<file path="src/rtl/hour_counter_if.sv">
// Hour counter bus: minute/second tick inputs, manual adjust and display
// mode controls, plus the hour/display/pm/day_tick outputs.
// Optional macro HOUR_CHIME_EN adds the chime output to the bus.
interface hour_counter_if #(
    parameter int HW = 5
) ();
    logic          min_tick;
    logic          sec_tick;
    logic          switch_hour;
    logic          mode_12h;
    logic [HW-1:0] hour_count;
    logic [HW-1:0] hour_disp;
    logic          pm;
    logic          day_tick;
`ifdef HOUR_CHIME_EN
    logic          chime;

    modport master (
        output min_tick, sec_tick, switch_hour, mode_12h,
        input  hour_count, hour_disp, pm, day_tick, chime
    );

    modport slave (
        input  min_tick, sec_tick, switch_hour, mode_12h,
        output hour_count, hour_disp, pm, day_tick, chime
    );
`else
    modport master (
        output min_tick, sec_tick, switch_hour, mode_12h,
        input  hour_count, hour_disp, pm, day_tick
    );

    modport slave (
        input  min_tick, sec_tick, switch_hour, mode_12h,
        output hour_count, hour_disp, pm, day_tick
    );
`endif
endinterface

</file>
<file path="src/rtl/hour_counter.sv">
// Hour-of-day counter (0..23) for the digital clock chain.
// Counts minute-wrap pulses in normal mode; while switch_hour is held the
// hour advances once on the switch rising edge and once per sec_tick.
// Provides 12h/24h display, pm flag and a day_tick on the natural 23->0 wrap.
// Optional macro HOUR_CHIME_EN adds a chime pulse on every minute-driven
// hour change.
module hour_counter #(
    parameter int RESET_HOUR = 0,
    parameter int HW         = 5
) (
    input  logic                clk,
    input  logic                rst_n,
    hour_counter_if.slave       bus
);

    logic [HW-1:0] r_hour;
    logic          r_sw_prev;
    logic          r_day_tick;

    logic          w_sw_rise;
    logic          w_adj_inc;
    logic          w_norm_inc;
    logic          w_inc;
    logic          w_at_23;
    logic [HW-1:0] w_hour_inc;
    logic [HW-1:0] w_disp;

    // A held switch only advances on its rising edge or on sec_tick; an edge
    // coinciding with sec_tick still yields a single increment.
    assign w_sw_rise  = bus.switch_hour & ~r_sw_prev;
    assign w_adj_inc  = bus.switch_hour & (w_sw_rise | bus.sec_tick);
    // min_tick is deliberately dropped while adjusting.
    assign w_norm_inc = ~bus.switch_hour & bus.min_tick;
    assign w_inc      = w_adj_inc | w_norm_inc;
    assign w_at_23    = (r_hour == HW'(23));
    // Anything at or above 23 (including unreachable values) wraps to 0.
    assign w_hour_inc = (r_hour >= HW'(23)) ? '0 : r_hour + HW'(1);

    // Hour register plus the switch edge-detect history.
    always_ff @(posedge clk or negedge rst_n) begin
        if (!rst_n) begin
            r_hour    <= HW'(RESET_HOUR);
            r_sw_prev <= 1'b0;
        end else begin
            r_sw_prev <= bus.switch_hour;
            if (w_inc) begin
                r_hour <= w_hour_inc;
            end
        end
    end

    // day_tick marks only the natural, minute-driven 23->0 wrap.
    always_ff @(posedge clk or negedge rst_n) begin
        if (!rst_n) begin
            r_day_tick <= 1'b0;
        end else begin
            r_day_tick <= w_norm_inc & w_at_23;
        end
    end

    // Display hour: 0 shows as 12, 13..23 fold down by 12 in 12-hour mode.
    always_comb begin
        w_disp = r_hour;
        if (bus.mode_12h) begin
            if (r_hour == '0) begin
                w_disp = HW'(12);
            end else if (r_hour > HW'(12)) begin
                w_disp = r_hour - HW'(12);
            end
        end
    end

    assign bus.hour_count = r_hour;
    assign bus.hour_disp  = w_disp;
    assign bus.pm         = (r_hour >= HW'(12));
    assign bus.day_tick   = r_day_tick;

`ifdef HOUR_CHIME_EN
    logic r_chime;

    // Chime accompanies every minute-driven hour change, never manual ones.
    always_ff @(posedge clk or negedge rst_n) begin
        if (!rst_n) begin
            r_chime <= 1'b0;
        end else begin
            r_chime <= w_norm_inc;
        end
    end

    assign bus.chime = r_chime;
`endif

endmodule

</file>
<file path="src/flat_wrapper.sv">
// flat-port wrapper written by rule: the top's interface ports become plain ports
module hour_counter_flat 
#(
    parameter int RESET_HOUR = 0,
    parameter int HW         = 5
)
  (clk, rst_n, bus_min_tick, bus_sec_tick, bus_switch_hour, bus_mode_12h, bus_hour_count, bus_hour_disp, bus_pm, bus_day_tick);
  hour_counter_if #(.HW(HW)) bus_i ();
  input  logic clk;
  input  logic rst_n;
  input wire logic [$bits(bus_i.min_tick)-1:0] bus_min_tick;
  input wire logic [$bits(bus_i.sec_tick)-1:0] bus_sec_tick;
  input wire logic [$bits(bus_i.switch_hour)-1:0] bus_switch_hour;
  input wire logic [$bits(bus_i.mode_12h)-1:0] bus_mode_12h;
  output wire logic [$bits(bus_i.hour_count)-1:0] bus_hour_count;
  output wire logic [$bits(bus_i.hour_disp)-1:0] bus_hour_disp;
  output wire logic [$bits(bus_i.pm)-1:0] bus_pm;
  output wire logic [$bits(bus_i.day_tick)-1:0] bus_day_tick;
  assign bus_i.min_tick = bus_min_tick;
  assign bus_i.sec_tick = bus_sec_tick;
  assign bus_i.switch_hour = bus_switch_hour;
  assign bus_i.mode_12h = bus_mode_12h;
  assign bus_hour_count = bus_i.hour_count;
  assign bus_hour_disp = bus_i.hour_disp;
  assign bus_pm = bus_i.pm;
  assign bus_day_tick = bus_i.day_tick;
  hour_counter #(.RESET_HOUR(RESET_HOUR), .HW(HW)) u_core (.clk(clk), .rst_n(rst_n), .bus(bus_i));
endmodule
</file>
<file path="config.mk">
export PLATFORM = sky130hd
export DESIGN_NAME = hour_counter_flat
export DESIGN_NICKNAME = d
export VERILOG_FILES = /design/src/rtl/hour_counter_if.sv /design/src/rtl/hour_counter.sv /design/src/flat_wrapper.sv
export SDC_FILE = /design/constraint.sdc
export NUM_CORES = 1
export LEC_CHECK = 0
export CORE_MARGIN = 2
export CORE_UTILIZATION = 40
export CTS_CLUSTER_SIZE = 14
export DETAILED_ROUTE_END_ITERATION = 6
export PLACE_DENSITY_LB_ADDON = 0.15
export SLEW_MARGIN = 20
export SYNTH_ARGS = -nofsm -noshare
export SYNTH_HDL_FRONTEND = slang
export SYNTH_SLANG_ARGS = --single-unit
</file>
<file path="constraint.sdc">
create_clock -name clk -period 3.4 [get_ports clk]
set_clock_uncertainty 0.15 [all_clocks]
set_input_delay 1.02 -clock clk [delete_from_list [all_inputs] [get_ports clk]]
set_output_delay 1.02 -clock clk [all_outputs]
set_load 0.05 [all_outputs]
</file>
==> flow_summary.yaml <==
status:
  status: "completed"
drt:
  ant_nets: 0
  drcViolationCount: 0
  wirelength_mm: 1.335
  first_pass_iters: 4
  vias: 591
  first_iter_violations: 13
  vias_per_cell: 5.629
  wire_per_inst_um: 12.71
finish:
  final_cell_mix: "clkdlybuf4s50_1, nand3_1, nand2_1, dfrtp_1, inv_1"
  syn_to_final_growth_pct: 48.66
  diodes: 0
  layoutNonFillerInstCount: 105
  fin_nets: 102
  ff_latch_area_um2: 175.2
  multi_input_area_um2: 354.1
  nFillCells: 119
  layout_commonest_cell: "clkdlybuf4s50_1"
  utilization_pct: 64.04
  drive_gt1_share_pct: 15.56
die:
  die_area_um2: 1717
  pin_count: 18
  rows: 13
  die_w_um: 41.44
  fp.dieH_um: 41.44
  core_area_um2: 1301
  initial_core_util_pct: 43.08
critical_path:
  ff2ff_setup_slack_ps: 1770
  cp-end-kind: "output pin"
  path_max_fanout: 10
  crit_path_start_kind: "register"
  worstPathArrival_ps: 2060
  critPathRequiredTime_ps: 2230
  cp-startpoint: "u_core.bus.hour_count[2]"
  reg2reg_depth: 4
  crit_type: "reg -> out"
  timing.rr.start: "u_core.bus.hour_count[2]"
  reg2reg_to: "u_core.bus.hour_count[4]"
global_routing:
  grt_pass1_vias: 565
  track_usage_pct: 18.55
  overflow: 0
  grt_pass1_wl_mm: 2.428
  grt_max_degree: 12
  grt_antenna_before_repair: 0
timing:
  fmax_mhz: 309.7
  fin_crit_ps: 3229
  rsz0062_at_grt: "false"
  slew-limit-headroom_pct: 67.00
  setup_tns_ps: 0
  finalSetupViolCount: 0
  final_max_slew_viol_count: 0
  min_period_over_period_pct: 94.97
  worst_pin_slew_ps: 493.4
  hold_viol: 0
clock_tree:
  worstSkewPairLatency_ps: 250
  hold_buffers: 0
  cts.reportedPaths.clkPinSlew_ps: 50
  cts_buffers: 3
  h-tree-depth: 1
  cts_setup_buffers: 0
  clk_path_buf_depth: 2
  cts_tree: "built"
  cts.sinks: 7
  cts-root-buf: "clkbuf_4"
synth:
  yosys_warnings: 0
  syn-cell-area_um2: 560.5
  synth_cell_type_count: 30
  yosysSeqAreaShare_pct: 31.25
  synth_nets: 79
  syn_area_per_cell_um2: 8.243
  synthesis.instances: 68
  synth_seq_cells: 7
hold_path:
  holdPathStages: 1
  min_from: "u_core.bus.hour_count[1]"
  hp-class: "reg -> reg"
  hold_end: "u_core.bus.hour_count[1]"
place:
  portBuffers: 17
  dpl.hpwl_um: 998.9
  routabilityCongestion: 0.7743
  dp_cells: 101
flow_run:
  maxCapViolCount: 0
[worst max-delay path, stage by stage (launching register included)]
cell and delay [ps]:
dfrtp_1 530, ha_1 320, nand2_1 80, nand3_1 80, clkdlybuf4s50_1 800
[what timing repair did]
action	4_1_cts	5_1_grt
setup endpoints to repair	2	3
pin swaps	0	2
resized for setup	3	3
[cell usage after synthesis]
library cell	n	area, um^2
a2111o_1	1	11.26
a211o_1	1	8.760
a21boi_0	1	7.510
a21oi_1	3	15.01
a22o_1	1	8.760
a31oi_1	1	6.260
and2_1	1	6.260
and2b_1	1	7.510
and3b_1	1	8.760
and4_1	1	8.760
and4b_1	1	10.01
buf_2	1	5.000
buf_4	1	7.510
dfrtp_1	7	175.2
ha_1	5	62.56
inv_1	6	22.52
nand2_1	7	26.28
nand3_1	8	40.04
nand3b_1	1	7.510
nor2_1	3	11.26
nor2b_1	1	6.260
nor3_1	1	5.000
nor4_1	1	6.260
o211ai_2	1	12.51
o21ai_0	6	30.03
o21ai_1	1	5.000
o2bb2ai_1	2	17.52
o311ai_0	1	8.760
or2_2	1	6.260
or3_1	1	6.260
[worst max-delay path by stage]
stage,slack [ps],endpoint
detailed placement,-40,bus_hour_disp[4]
global placement,-30,bus_hour_disp[4]
floorplan,20,bus_hour_disp[4]
CTS,2,bus_hour_disp[4]
finish,170,bus_pm
global route,40,bus_pm
[through the flow]
step | instance area [um^2] | hold WS, ps | setup slack (ps)
CTS | 830.8 | 444.5 | 1.562
global route | 833.3 | 456.8 | 37.59
global placement | 797.0 | 403.3 | -34.06
detailed placement | 797.0 | 432.0 | -42.83
finish | 833.3 | 434.4 | 171.2
floorplan | 560.5 | 483.7 | 19.29
[cells by family (layout without fill, tap and decap cells)]
kind of cell | after synthesis | in the layout | share of synthesized area (%)
AOI/OAI and AO/OA | 19 | 19 | 23.44
and+or+nand+nor | 29 | 29 | 27.91
buffers and inverters | 8 | 30 | 6.249
adders and majority gates | 5 | 5 | 11.16
DFF | 7 | 7 | 31.25
[cell type report]
cell class	count	area share [%]
multi-input cells	53	42.49
repair buffers	20	28.38
flip-flops and latches	7	21.02
inverters	6	2.703
clock buffers	4	3.153
well taps	15	2.252
[state kept, by name (all words and copies together), names as in the netlist]
| signal | flops |
|---|---|
| u_core.bus.hour_count | 5 |
| u_core.r_sw_prev | 1 |
| u_core.bus.day_tick | 1 |
[metal layers]
layer	vias to the layer above	global-route usage, %	wire [um]
li1	290	-	-
met1	285	22.19	609
met2	14	30.00	651
met3	2	6.522	57
met4	0	7.742	17
met5	-	0	0
Power is left out: the tool's default activity adds up to more than one toggle a clock period on the data nets, which glitch-free logic cannot reach.
